`src/rtl/regfile_wb_arbiter.sv`:
```
// Round-robin arbiter that shares the single regfile write port between NUM_REQ
// writeback sources, with a registered output stage, x0-write drop and a contention counter.
module regfile_wb_arbiter #(
  parameter int NUM_REQ = 3,
  parameter int XLEN    = 32,
  parameter int ADDR_W  = 5,
  parameter int CNT_W   = 16,
  localparam int ID_W   = (NUM_REQ > 1) ? $clog2(NUM_REQ) : 1
) (
  input  logic                      clk,
  input  logic                      rst_n,
  input  logic                      flush_i,
  input  logic [NUM_REQ-1:0]        req_valid_i,
  output logic [NUM_REQ-1:0]        req_ready_o,
  input  logic [NUM_REQ*ADDR_W-1:0] req_rd_addr_i,
  input  logic [NUM_REQ*XLEN-1:0]   req_data_i,
  output logic                      write_en_o,
  output logic [ADDR_W-1:0]         rd_addr_o,
  output logic [XLEN-1:0]           write_data_o,
  output logic [ID_W-1:0]           grant_id_o,
  output logic [CNT_W-1:0]          conflict_cnt_o
);

  logic [ADDR_W-1:0] addr_arr [NUM_REQ];
  logic [XLEN-1:0]   data_arr [NUM_REQ];

  logic [ID_W-1:0]   rr_ptr_q, rr_ptr_d;
  logic              write_en_q, write_en_d;
  logic [ADDR_W-1:0] rd_addr_q, rd_addr_d;
  logic [XLEN-1:0]   write_data_q, write_data_d;
  logic [ID_W-1:0]   grant_id_q, grant_id_d;
  logic [CNT_W-1:0]  conflict_cnt_q, conflict_cnt_d;

  logic              grant_vld;
  logic [ID_W-1:0]   grant_idx;
  logic              xfer;
  logic              multi_valid;

  genvar gi;
  generate
    for (gi = 0; gi < NUM_REQ; gi++) begin : g_unpack
      assign addr_arr[gi]    = req_rd_addr_i[gi*ADDR_W +: ADDR_W];
      assign data_arr[gi]    = req_data_i[gi*XLEN +: XLEN];
      assign req_ready_o[gi] = xfer && (grant_idx == ID_W'(gi));
    end
  endgenerate

  // Search starts at rr_ptr and wraps explicitly so non-power-of-2 counts never
  // produce an out-of-range index.
  always_comb begin : arbitrate
    logic [ID_W:0] cand;
    cand      = '0;
    grant_vld = 1'b0;
    grant_idx = '0;
    for (int k = 0; k < NUM_REQ; k++) begin
      cand = {1'b0, rr_ptr_q} + (ID_W+1)'(k);
      if (cand >= (ID_W+1)'(NUM_REQ)) begin
        cand = cand - (ID_W+1)'(NUM_REQ);
      end
      if (!grant_vld && req_valid_i[cand[ID_W-1:0]]) begin
        grant_vld = 1'b1;
        grant_idx = cand[ID_W-1:0];
      end
    end
  end

  assign xfer        = grant_vld && !flush_i && rst_n;
  assign multi_valid = |(req_valid_i & (req_valid_i - NUM_REQ'(1)));

  always_comb begin : next_state
    rr_ptr_d       = rr_ptr_q;
    write_en_d     = 1'b0;
    rd_addr_d      = rd_addr_q;
    write_data_d   = write_data_q;
    grant_id_d     = grant_id_q;
    conflict_cnt_d = conflict_cnt_q;
    if (xfer) begin
      // x0 writes are consumed but never reach the regfile
      write_en_d   = |addr_arr[grant_idx];
      rd_addr_d    = addr_arr[grant_idx];
      write_data_d = data_arr[grant_idx];
      grant_id_d   = grant_idx;
      rr_ptr_d     = (grant_idx == ID_W'(NUM_REQ - 1)) ? '0 : grant_idx + ID_W'(1);
    end
    if (multi_valid && !flush_i && !(&conflict_cnt_q)) begin
      conflict_cnt_d = conflict_cnt_q + CNT_W'(1);
    end
  end

  always_ff @(posedge clk or negedge rst_n) begin
    if (!rst_n) begin
      rr_ptr_q       <= '0;
      write_en_q     <= 1'b0;
      rd_addr_q      <= '0;
      write_data_q   <= '0;
      grant_id_q     <= '0;
      conflict_cnt_q <= '0;
    end else begin
      rr_ptr_q       <= rr_ptr_d;
      write_en_q     <= write_en_d;
      rd_addr_q      <= rd_addr_d;
      write_data_q   <= write_data_d;
      grant_id_q     <= grant_id_d;
      conflict_cnt_q <= conflict_cnt_d;
    end
  end

  assign write_en_o     = write_en_q;
  assign rd_addr_o      = rd_addr_q;
  assign write_data_o   = write_data_q;
  assign grant_id_o     = grant_id_q;
  assign conflict_cnt_o = conflict_cnt_q;

endmodule
```
`config.mk`:
```
export PLATFORM = sky130hd
export DESIGN_NAME = regfile_wb_arbiter
export DESIGN_NICKNAME = d
export VERILOG_FILES = /design/src/rtl/regfile_wb_arbiter.sv
export SDC_FILE = /design/constraint.sdc
export NUM_CORES = 1
export LEC_CHECK = 0
export CAP_MARGIN = 25
export CELL_PAD_IN_SITES_DETAIL_PLACEMENT = 0
export CELL_PAD_IN_SITES_GLOBAL_PLACEMENT = 1
export CORE_MARGIN = 5
export CORE_UTILIZATION = 25
export DETAILED_ROUTE_END_ITERATION = 16
export PLACE_DENSITY = 0.88
export SLEW_MARGIN = 20
export SYNTH_ARGS = -nofsm -noshare
export SYNTH_HDL_FRONTEND = slang
export SYNTH_SLANG_ARGS = --single-unit
```
`constraint.sdc`:
```
create_clock -name clk -period 2.7 [get_ports clk]
set_input_delay 0.54 -clock clk [delete_from_list [all_inputs] [get_ports clk]]
set_output_delay 0.54 -clock clk [all_outputs]
set_load 0.03 [all_outputs]
```
==> summary.txt <==
Status
  • Status: complete, but fails checks
  • Violations in the final reports: setup timing

Critical path
  • CP Buf/Inv Count: 1
  • Arr. time, crit path: around 2.3 ns
  • Slowest-stage cell, CP: dfrtp_2
  • Cell breakdown of the critical path: ha_4, mux2i_4, mux2i_4, or2_4, o211ai_4, nor3b_4, buf_6
  • Most used cell along the critical path: mux2i_4
  • Kind of critical path: register to output port
  • Dominant delay contributor by cell family on the critical path: simple AND/OR/NAND/NOR gates
  • Reg2reg setup slack: 0.13 ns
  • CP Launch Type: register
  • Highest fanout seen on the critical path: 6
  • Slowest Stage Delay on Critical Path: 0.44 ns
  • Endpoint type of the worst setup path: output port
  • Data required time of the worst path: approximately 2.2 ns

Global route
  • Overflow left after global routing: 0
  • Largest net degree at the start of global routing: slightly below 60
  • Wire length of the first global-routing pass: roughly 17000 um
  • Initial antenna violation count: 0
  • Number of global-route vias before repair: 3568
  • Overall Global Routing Usage: 0.136

Floorplanning
  • Chip width: 125 um
  • Die Ht: roughly 130 um
  • Die outline area: roughly 16000 sq um
  • Site row count: 42
  • Num ports: between 150 and 200
  • Effective utilization at floorplan: 0.253
  • Core Box Area: approximately 13000 sq um

Detailed routing
  • Routed Antenna Nets: 0
  • Routed wire length: between 10000 and 15000 um
  • Routed wire length on met3: about 850 um
  • Met1 Routed Length: between 4000 and 5000 um
  • Vias after detailed routing: around 3300
  • Post-DR vias/cell: between 4 and 5
  • Highest metal layer with signal wires: met4
  • First-pass iteration count of the detailed router: 4
  • Routed wl met2: 5050 um
  • DR WL/cell: between 10 and 15 um
  • Total DRC errors in the routed layout: 0
  • First-iteration detailed-routing DRC count: 116

Pwr
  • Power density over cell area: approximately 1200 nW/um^2
  • LEAKAGE: approximately 2.5 nW
  • Fraction of power consumed by sequential logic: 0.214
  • Proportion of power drawn by the clock network: 0.157
  • Sw Ratio: 0.436
  • Internal: around 3.8 mW
  • VDD IR max: between 400 and 500 uV
  • Power spent charging and discharging nets: about 2.9 mW
  • Comb power frac: 0.630

Logic synthesis
  • Primary flip-flop cell chosen by synthesis mapping: dfrtp_1
  • Average size of a mapped cell: between 9 and 10 sq um
  • Syn nets: 490
  • Post-Syn Instances: 368
  • Post-Syn Area: about 3300 sq um
  • Number of register bits inferred by synthesis: 58
  • Synth warn: 0
  • Register area share after synthesis: 0.436
  • Share of synthesized flip-flops with an asynchronous set or reset: 1.00
  • Number of enable-type register cells in the synthesized netlist: 0
  • Post-synth cell types: 43

Placed design
  • Port buffer count: 175
  • DPL Wire Length: roughly 8300 um
  • RePlAce Congestion: between 0.8 and 0.9
  • Area post-placement: 5460 sq um

STA
  • RSZ-0062 raised after global routing: true
  • Total setup violations reported at the end of the flow: 3
  • Min Clock Period, post-route: 2.88 ns
  • Aggregate negative setup slack: -0.403 ns
  • Final setup margin: -0.175 ns
  • Crit share post-route: 1.06
  • F_max: roughly 350 MHz
  • Number of failing hold endpoints at the final stage: 0
  • Slew of the pin with the lowest slew margin: around 0.74 ns
  • Final Skew: between 0.006 and 0.007 ns
  • Relative max-transition margin: 0.504
  • Worst hold margin: ~0.39 ns
  • Fin. max-slew vios: 0

Finish
  • Final net count: just under 700
  • Layout fillers: roughly 1300
  • Layout overhead on the synthesized area: 75.9%
  • ANT cells: 0
  • Proportion of layout cells with a drive suffix above 1: 0.131
  • Final instance area: around 5900 sq um

Clock network
  • Skew-Pair Late Insertion Delay: ~0.32 ns
  • Longest Clk Path Bufs: 2
  • Cts hold-fix bufs: 0
  • CTS clock-pin slew for the worst setup and hold paths: 0.06 ns
  • Total number of clock tree sinks: 58
  • Master cell of the clock root buffer: clkbuf_16
  • Number of buffers added by the clock tree synthesis step: 9
  • Clock tree from TritonCTS: yes
  • Count of H-tree levels built during CTS: 3

Flow run
  • Count of maximum capacitance violations: 0

Min path
  • Classification of the worst-slack hold path: input port to async pin
-- cells in the final DEF, fill, tap and decap left out, types with 2 or more instances in the layout --
master,count
clkdlybuf4s50_1,168
nand4_1,4
mux2_2,3
nor2_1,11
buf_12,3
o211ai_1,2
mux2i_4,4
clkinv_2,2
nand3b_1,3
xor2_1,7
buf_4,28
dlygate4sd2_1,2
nor2b_1,2
clkinvlp_4,3
ha_1,2
ha_4,2
a31oi_1,2
nor3_1,4
nor3_2,2
nand2_1,77
xnor2_1,7
a22oi_1,2
clkbuf_16,9
nand3_1,6
and3_1,2
a21o_1,2
mux2i_1,35
inv_1,8
o21ai_0,26
nand2b_1,3
o21ai_1,48
dfrtp_1,57
and4_1,2
a21oi_1,2
-- cell type report --
cell class	count	area [sq um]	area share
Timing Repair Buffer	204	2000	0.342
Multi-Input combinational cell	279	1870	0.319
Sequential cell	58	1450	0.248
Clock buffer	10	239	0.0408
Tap cell	176	220	0.0376
Clock inverter	6	41.3	0.00706
Inverter	9	33.8	0.00577
-- state kept, by name, indices dropped and copies added (netlist names) --
register and flops:
rr_ptr_q 2, write_data_o 32, write_en_o 1, grant_id_o 2, rd_addr_o 5, conflict_cnt_o 16
-- through the flow --
step                      power [mW]   util  instances  worst slack [ns]
after floorplan                 3.97      -        368            0.0117
after global placement          5.48  0.415        725            -0.228
after detailed placement        5.56  0.415        725            -0.311
after CTS                       6.70  0.438        741            -0.230
after global routing            7.25  0.445        742            -0.289
final                           6.74  0.445        742            -0.175
-- metal layers --
metal	up-vias	global-route usage
met1	1512	0.156
met4	0	0.0517
met3	11	0.0576
met2	121	0.225
met5	-	0
li1	1665	-
-- logic make-up (layout without fill, tap and decap cells) --
family | after synthesis | count (layout) | synth area share
xor gates and xnor gates | 14 | 14 | 0.0369
adders and majority gates | 5 | 5 | 0.0188
and+or+nand+nor | 120 | 120 | 0.160
AOI/OAI and AO/OA | 96 | 96 | 0.161
muxes | 44 | 44 | 0.135
DFF | 58 | 58 | 0.436
buffers and inverters | 31 | 229 | 0.0511
-- Yosys cell counts, drive strengths merged (2+ instances only) --
| library cell | instances | share of area |
|---|---|---|
| a21o | 2 | 0.0045 |
| a21oi | 3 | 0.0045 |
| a22oi | 2 | 0.0045 |
| a31oi | 2 | 0.0038 |
| and3 | 2 | 0.0038 |
| and4 | 2 | 0.0053 |
| buf | 18 | 0.036 |
| clkbuf | 4 | 0.0049 |
| dfrtp | 58 | 0.44 |
| ha | 5 | 0.019 |
| inv | 9 | 0.010 |
| mux2 | 5 | 0.017 |
| mux2i | 39 | 0.12 |
| nand2 | 77 | 0.087 |
| nand2b | 4 | 0.0075 |
| nand3 | 6 | 0.0090 |
| nand3b | 3 | 0.0068 |
| nand4 | 4 | 0.0075 |
| nor2 | 11 | 0.012 |
| nor2b | 2 | 0.0038 |
| nor3 | 6 | 0.0090 |
| o211ai | 3 | 0.0083 |
| o21ai | 76 | 0.11 |
| xnor2 | 7 | 0.018 |
| xor2 | 7 | 0.018 |
-- power groups by stage --
stage	Clock (mW)	Sequential [mW]	Combinational [mW]
floorplan	0	2.07	1.90
global placement	0	1.44	4.04
detailed placement	0	1.45	4.11
CTS	1.10	1.44	4.16
global route	1.14	1.49	4.61
finish	1.05	1.44	4.25
-- repair_timing --
item / in CTS / in global routing
gates resized for setup: 9 / 15
endpoints found under the setup margin: 3 / 4
buffers inserted: 0 / 1
pin swaps: 2 / 2
-- final timing paths --
path / start / endpoint / cells after the start
max in group asynchronous: rst_n / rr_ptr_q[1] / 2
worst max-delay path: rr_ptr_q[1] / req_ready_o[0] / 7
worst min-delay path: rst_n / conflict_cnt_o[15] / 2
min in group clk: write_data_o[8] / write_data_o[8] / 2
worst max register to register: rr_ptr_q[0] / write_en_o / 11
worst min register to register: write_data_o[8] / write_data_o[8] / 2
Note: power is estimated with default switching activity, not from simulation.
==> RTL edit 1, RTL diff (config.mk and constraints unchanged) <==
Change the parameter `XLEN` from 32 to 48.
--- a/src/rtl/regfile_wb_arbiter.sv
+++ b/src/rtl/regfile_wb_arbiter.sv
@@ -4,3 +4,3 @@
   parameter int NUM_REQ = 3,
-  parameter int XLEN    = 32,
+  parameter int XLEN    = 48,
   parameter int ADDR_W  = 5,
Interface: changed (resized req_data_i and write_data_o); port bits go from 176 to 240. No check against the original RTL was run, so the function may have changed too.
==> RTL edit 1 against the original RTL <==
Synthesized area is 32% higher; routed wire length is 51% higher; hold slack worse by 140 ps; via count is 34% higher; count of clock-buffer cells in the layout is 1 higher; highest routed layer unchanged; power is 45% higher; critical endpoint is now req_ready_o[2]; sequential cell count is 16 higher; the run still ends with negative setup slack left; design area is 42% higher; clock power is 20% higher; worst setup slack worse by 71 ps; critical path type unchanged.
==> RTL edit 1: results (changes against the original RTL) <==
* Largest net degree at the start of global routing at 56 (-5.1%)
* VDD IR-drop max at 0.000543 V (+10%)
* Final worst setup slack at -247 ps (-71.4 ps)
* Worst relative slew slack at 57.9% (+7.5 points)
* Failing checks: negative setup slack
* Placement Setup Slack at -458 ps (-147 ps)
* P_seq at 0.00185 W (+28%)
* Syn_area_per_cell at 10.0 sq um (+11%)
* Status: finished with violations
* Setup violators final at 6 (+3)
* Reg2Reg Depth at 9 (-2)
* Leakage at 3.73 nW (+47%)
* Post-DP Area at 0.00737 sq mm (+35%)
* Leading post-synthesis cells by cell area: dfrtp_1, mux2i_1, a21o_1, a211oi_1, nor2_1
* Register area share after synthesis at 42.0% (-1.6 points)
* Via/cell ratio at 4.65 (+4.2%)
* Fin Hold WS at 242 ps (-143 ps)
* Total power at 0.00974 W (+45%)
* Area fraction in compound gates after synthesis at 22.0% (+5.8 points)
* Reg2reg setup slack at -10 ps (-140 ps)
* Worst Skew at 4.67 ps (-1.91 ps)
* Reg2reg end: rd_addr_o[2]$_DFFE_PN0P_
* Synth Area in XOR/XNOR at 2.98% (-0.71 points)
* CP max-delay cell: a311o_2
* Vias in the first global route at 4,460 (+25%)
* Most common library cells after synthesis: dfrtp_1, nor2_1, mux2i_1, a21o_1, a211oi_1
* Met1 Track Usage GR at 15.9% (+0.30 points)
* Synth Area in Adders at 1.42% (-0.46 points)
* Fillcell total at 1,570 (+20%)
* Share of cells above drive strength 1 at 21.4% (+8.4 points)
* Via count at 4,429 (+34%)
* Metal-1 WL at 6.22 mm (+41%)
## RTL edit 1: cell count changes after synthesis, sizes merged, moves of 12 or more
cell	unedited run	this run
clkbuf	4	16
nor2	11	62
a21o	2	49
dfrtp	58	74
nand2	77	20
a211oi	1	48
o21ai	76	9
mux2i	39	53
## RTL edit 1: cell families (layout without fill, tap and decap cells)
group	Yosys count	count (layout)
compound gates	126	126
xor+xnor	15	15
fa+ha+maj	5	5
buf+inv	43	331
flops	74	74
mux	62	62
simple gates	115	115
## RTL edit 1: repair_timing
action,4_1_cts,5_1_grt
buffers inserted,16,6
gates resized for setup,31,71
cloned,0,3
endpoints found under the setup margin,45,54
pin swaps,7,28
hold buffers,0,0
## RTL edit 1: final cells by class
cell class	instances	area, sq um	area share (%)
tap	225	282	3.38
clock buffer	11	253	3.04
timing repair buffer	304	3140	37.7
sequential	74	1850	22.2
clock inverter	5	60.1	0.721
multi-input combinational	323	2690	32.3
inverter	11	45.0	0.541
==> RTL edit 2, RTL diff (same settings) <==
Without the edit above. Reset style: synchronous (`rst_n`), changed in one clocked block.
--- a/src/rtl/regfile_wb_arbiter.sv
+++ b/src/rtl/regfile_wb_arbiter.sv
@@ -89,3 +89,3 @@
 
-  always_ff @(posedge clk or negedge rst_n) begin
+  always_ff @(posedge clk) begin
     if (!rst_n) begin
Function: differs if rst_n is asserted again (counterexample within 4 cycles, from zero or initial values and one cycle with rst_n low); with rst_n held inactive, the same outputs for 10 cycles.
==> RTL edit 2 against the original RTL <==
The flow still finishes with violations (negative setup slack); largest cell class unchanged; via count up 19%; synthesized area up 4.0%; register-to-register slack worse by 20 ps; non-clock buffer count rose by 31; synthesized cell count grew 9.8%; hold slack improved by 85 ps; highest routed layer unchanged; design area grew 5.2%; worst setup slack worse by 30 ps; routed wire length up 24%; sequential cell count is the same.
Power is not compared: it rests on default switching activity, and its combinational part moved more than twofold at a synthesized area within 25%.
==> RTL edit 2: results (changes against the original RTL) <==
* Syn_area_per_cell at 8.57 sq um (-5.2%)
* CTS buffer count at 9 (unchanged)
* Share of cells above drive strength 1 at 18.2% (+5.2 points)
* Async SR Flop Fraction at 0% (-100 points)
* CTS clk-pin slew, worst paths at 50 ps
* Leakage at 2.40 nW
* Register area share after synthesis at 33.6% (-10 points)
* DR pass1 iterations at 5 (+1)
* Slew @ Worst Pin at 361 ps (-383 ps)
* Worst Skew at 6.12 ps (-0.457 ps)
* Post-DP Area at 0.00564 sq mm (+3.4%)
* Worst skew pair latency at 330 ps
* Most common library cells after synthesis: nand2_1, dfxtp_1, nor2_1, a311oi_1, a31o_1
* DR WL/cell at 16.1 microns (+14%)
* Diode count at 0 (unchanged)
* First-pass GRT wire length at 20.3 mm (+18%)
* Max incr delay on CP at 370 ps (-70 ps)
* GRT Total Usage at 15.4% (+1.8 points)
* Max reg flops at 32 (unchanged)
* Placement Setup Slack at -377 ps (-66.5 ps)
* Initial antenna violation count at 0 (unchanged)
* CP max-delay cell: dfxtp_4
* Setup violators final at 3 (unchanged)
* Clock buffer depth at 2 (unchanged)
* Worst hold-check path type: flip-flop to flip-flop
* Ys flop type: dfxtp_1
* Input/output buffers at 175 (unchanged)
* DRT Wirelength at 12.9 mm (+24%)
* First-iteration detailed-routing DRC count at 200 (+72%)
* Largest net degree at the start of global routing at 28 (-53%)
* GPL Wtd Cong at 0.903 (+13%)
* Placed insts at 782 (+7.9%)
* Clock root cell: clkbuf_16
* Crit-path max FO at 3 (-3)
* Failing checks: negative setup slack
* Via count at 3,924 (+19%)
* H-tree levels at 3 (unchanged)
* Unique masters post-synth at 55 (+28%)
* DP Wirelength at 9.81 mm (+18%)
* Leading post-synthesis cells by cell area: dfxtp_1, nand2_1, a311oi_1, a31o_1, clkbuf_8
* Yosys warnings at 0 (unchanged)
* VDD IR-drop max at 0.000286 V
* Final worst setup slack at -205 ps (-29.7 ps)
* Net Count, Synth at 526 (+7.3%)
* Fillcell total at 1,306 (+0.15%)
* Vias in the first global route at 3,967 (+11%)
* Top Family by Delay on Critical Path: multiplexers
* Final nets at 742 (+8.6%)
* Status: finished with violations
[RTL edit 2: cell count changes after synthesis, moves of 6 or more]
cell      before  now
o21ai_1       49    3
dfxtp_1        0   58
mux2i_1       38    8
dfrtp_1       58    0
a311oi_1       0   27
and3_1         2    8
a31o_1         0   27
clkbuf_8       0   15
nor2_1        11   49
o21ai_0       27   13
buf_2         12    5
[RTL edit 2: final cells by class]
class	instances	area (sq um)	share of cell area, %
clock buffer	11	243	3.94
clock inverter	5	125	2.03
inverter	9	36.3	0.589
multi-input combinational	307	2070	33.6
sequential	58	1170	19.0
tap	180	225	3.66
timing repair buffer	235	2290	37.2
[RTL edit 2: per-stage QoR]
stage | hold slack, ps | setup TNS [ps]
4_1_cts | 472 | -616
3_3_place_gp | 447 | -8760
5_1_grt | 484 | -841
3_5_place_dp | 461 | -11520
6_report | 470 | -609
2_1_floorplan | 561 | -45.5
[RTL edit 2: cell families after synthesis]
| kind of cell | Yosys count | share of synthesized area (%) |
|---|---|---|
| adder cells (fa/ha/maj) | 5 | 1.81 |
| AO/OA/AOI/OAI | 102 | 24.2 |
| buffers and inverters | 39 | 10.3 |
| multiplexers | 11 | 3.72 |
| flip-flops | 58 | 33.6 |
| XOR/XNOR | 13 | 3.29 |
| AND/OR/NAND/NOR | 176 | 23.1 |
[RTL edit 2: power breakdown]
group	switching, W	internal, W	leakage (nW)
Combinational	0.000946	0.000928	1.75
Clock	0.000408	0.00102	0.180
Sequential	0.0000732	0.000990	0.476
[RTL edit 2: worst paths after layout]
| path | from | to | slack (ps) | cells past startpoint |
|---|---|---|---|---|
| setup / recovery | rr_ptr_q[0]$_SDFFE_PN0P_ | req_ready_o[1] | -200 | 8 |
| hold / removal | write_data_o[24]$_SDFFE_PN0P_ | write_data_o[24]$_SDFFE_PN0P_ | 470 | 2 |
| setup reg to reg | rr_ptr_q[0]$_SDFFE_PN0P_ | rr_ptr_q[1]$_SDFFE_PN0P_ | 110 | 10 |
| hold reg to reg | write_data_o[24]$_SDFFE_PN0P_ | write_data_o[24]$_SDFFE_PN0P_ | 470 | 2 |
[RTL edit 2: worst register-to-register path, stage by stage, from the launching register on]
cell	delay (ps)
dfxtp_4	370
inv_4	40
ha_4	290
mux2i_4	230
mux2_4	210
or3b_4	390
nor3b_4	170
buf_4	140
buf_4	140
and3_1	260
a31o_2	240
[RTL edit 2: what timing repair did]
action,4_1_cts,5_1_grt
endpoints found under the setup margin,8,22
pin swaps,2,0
resized for setup,15,11
buffers inserted,7,0
[RTL edit 2: layer usage]
layer	up-vias	track usage, %	part of all wire (%)
li1	1896	-	-
met1	1866	18.7	43
met2	141	25.1	46
met3	21	5.42	8.0
met4	0	5.93	2.6
met5	-	0	0
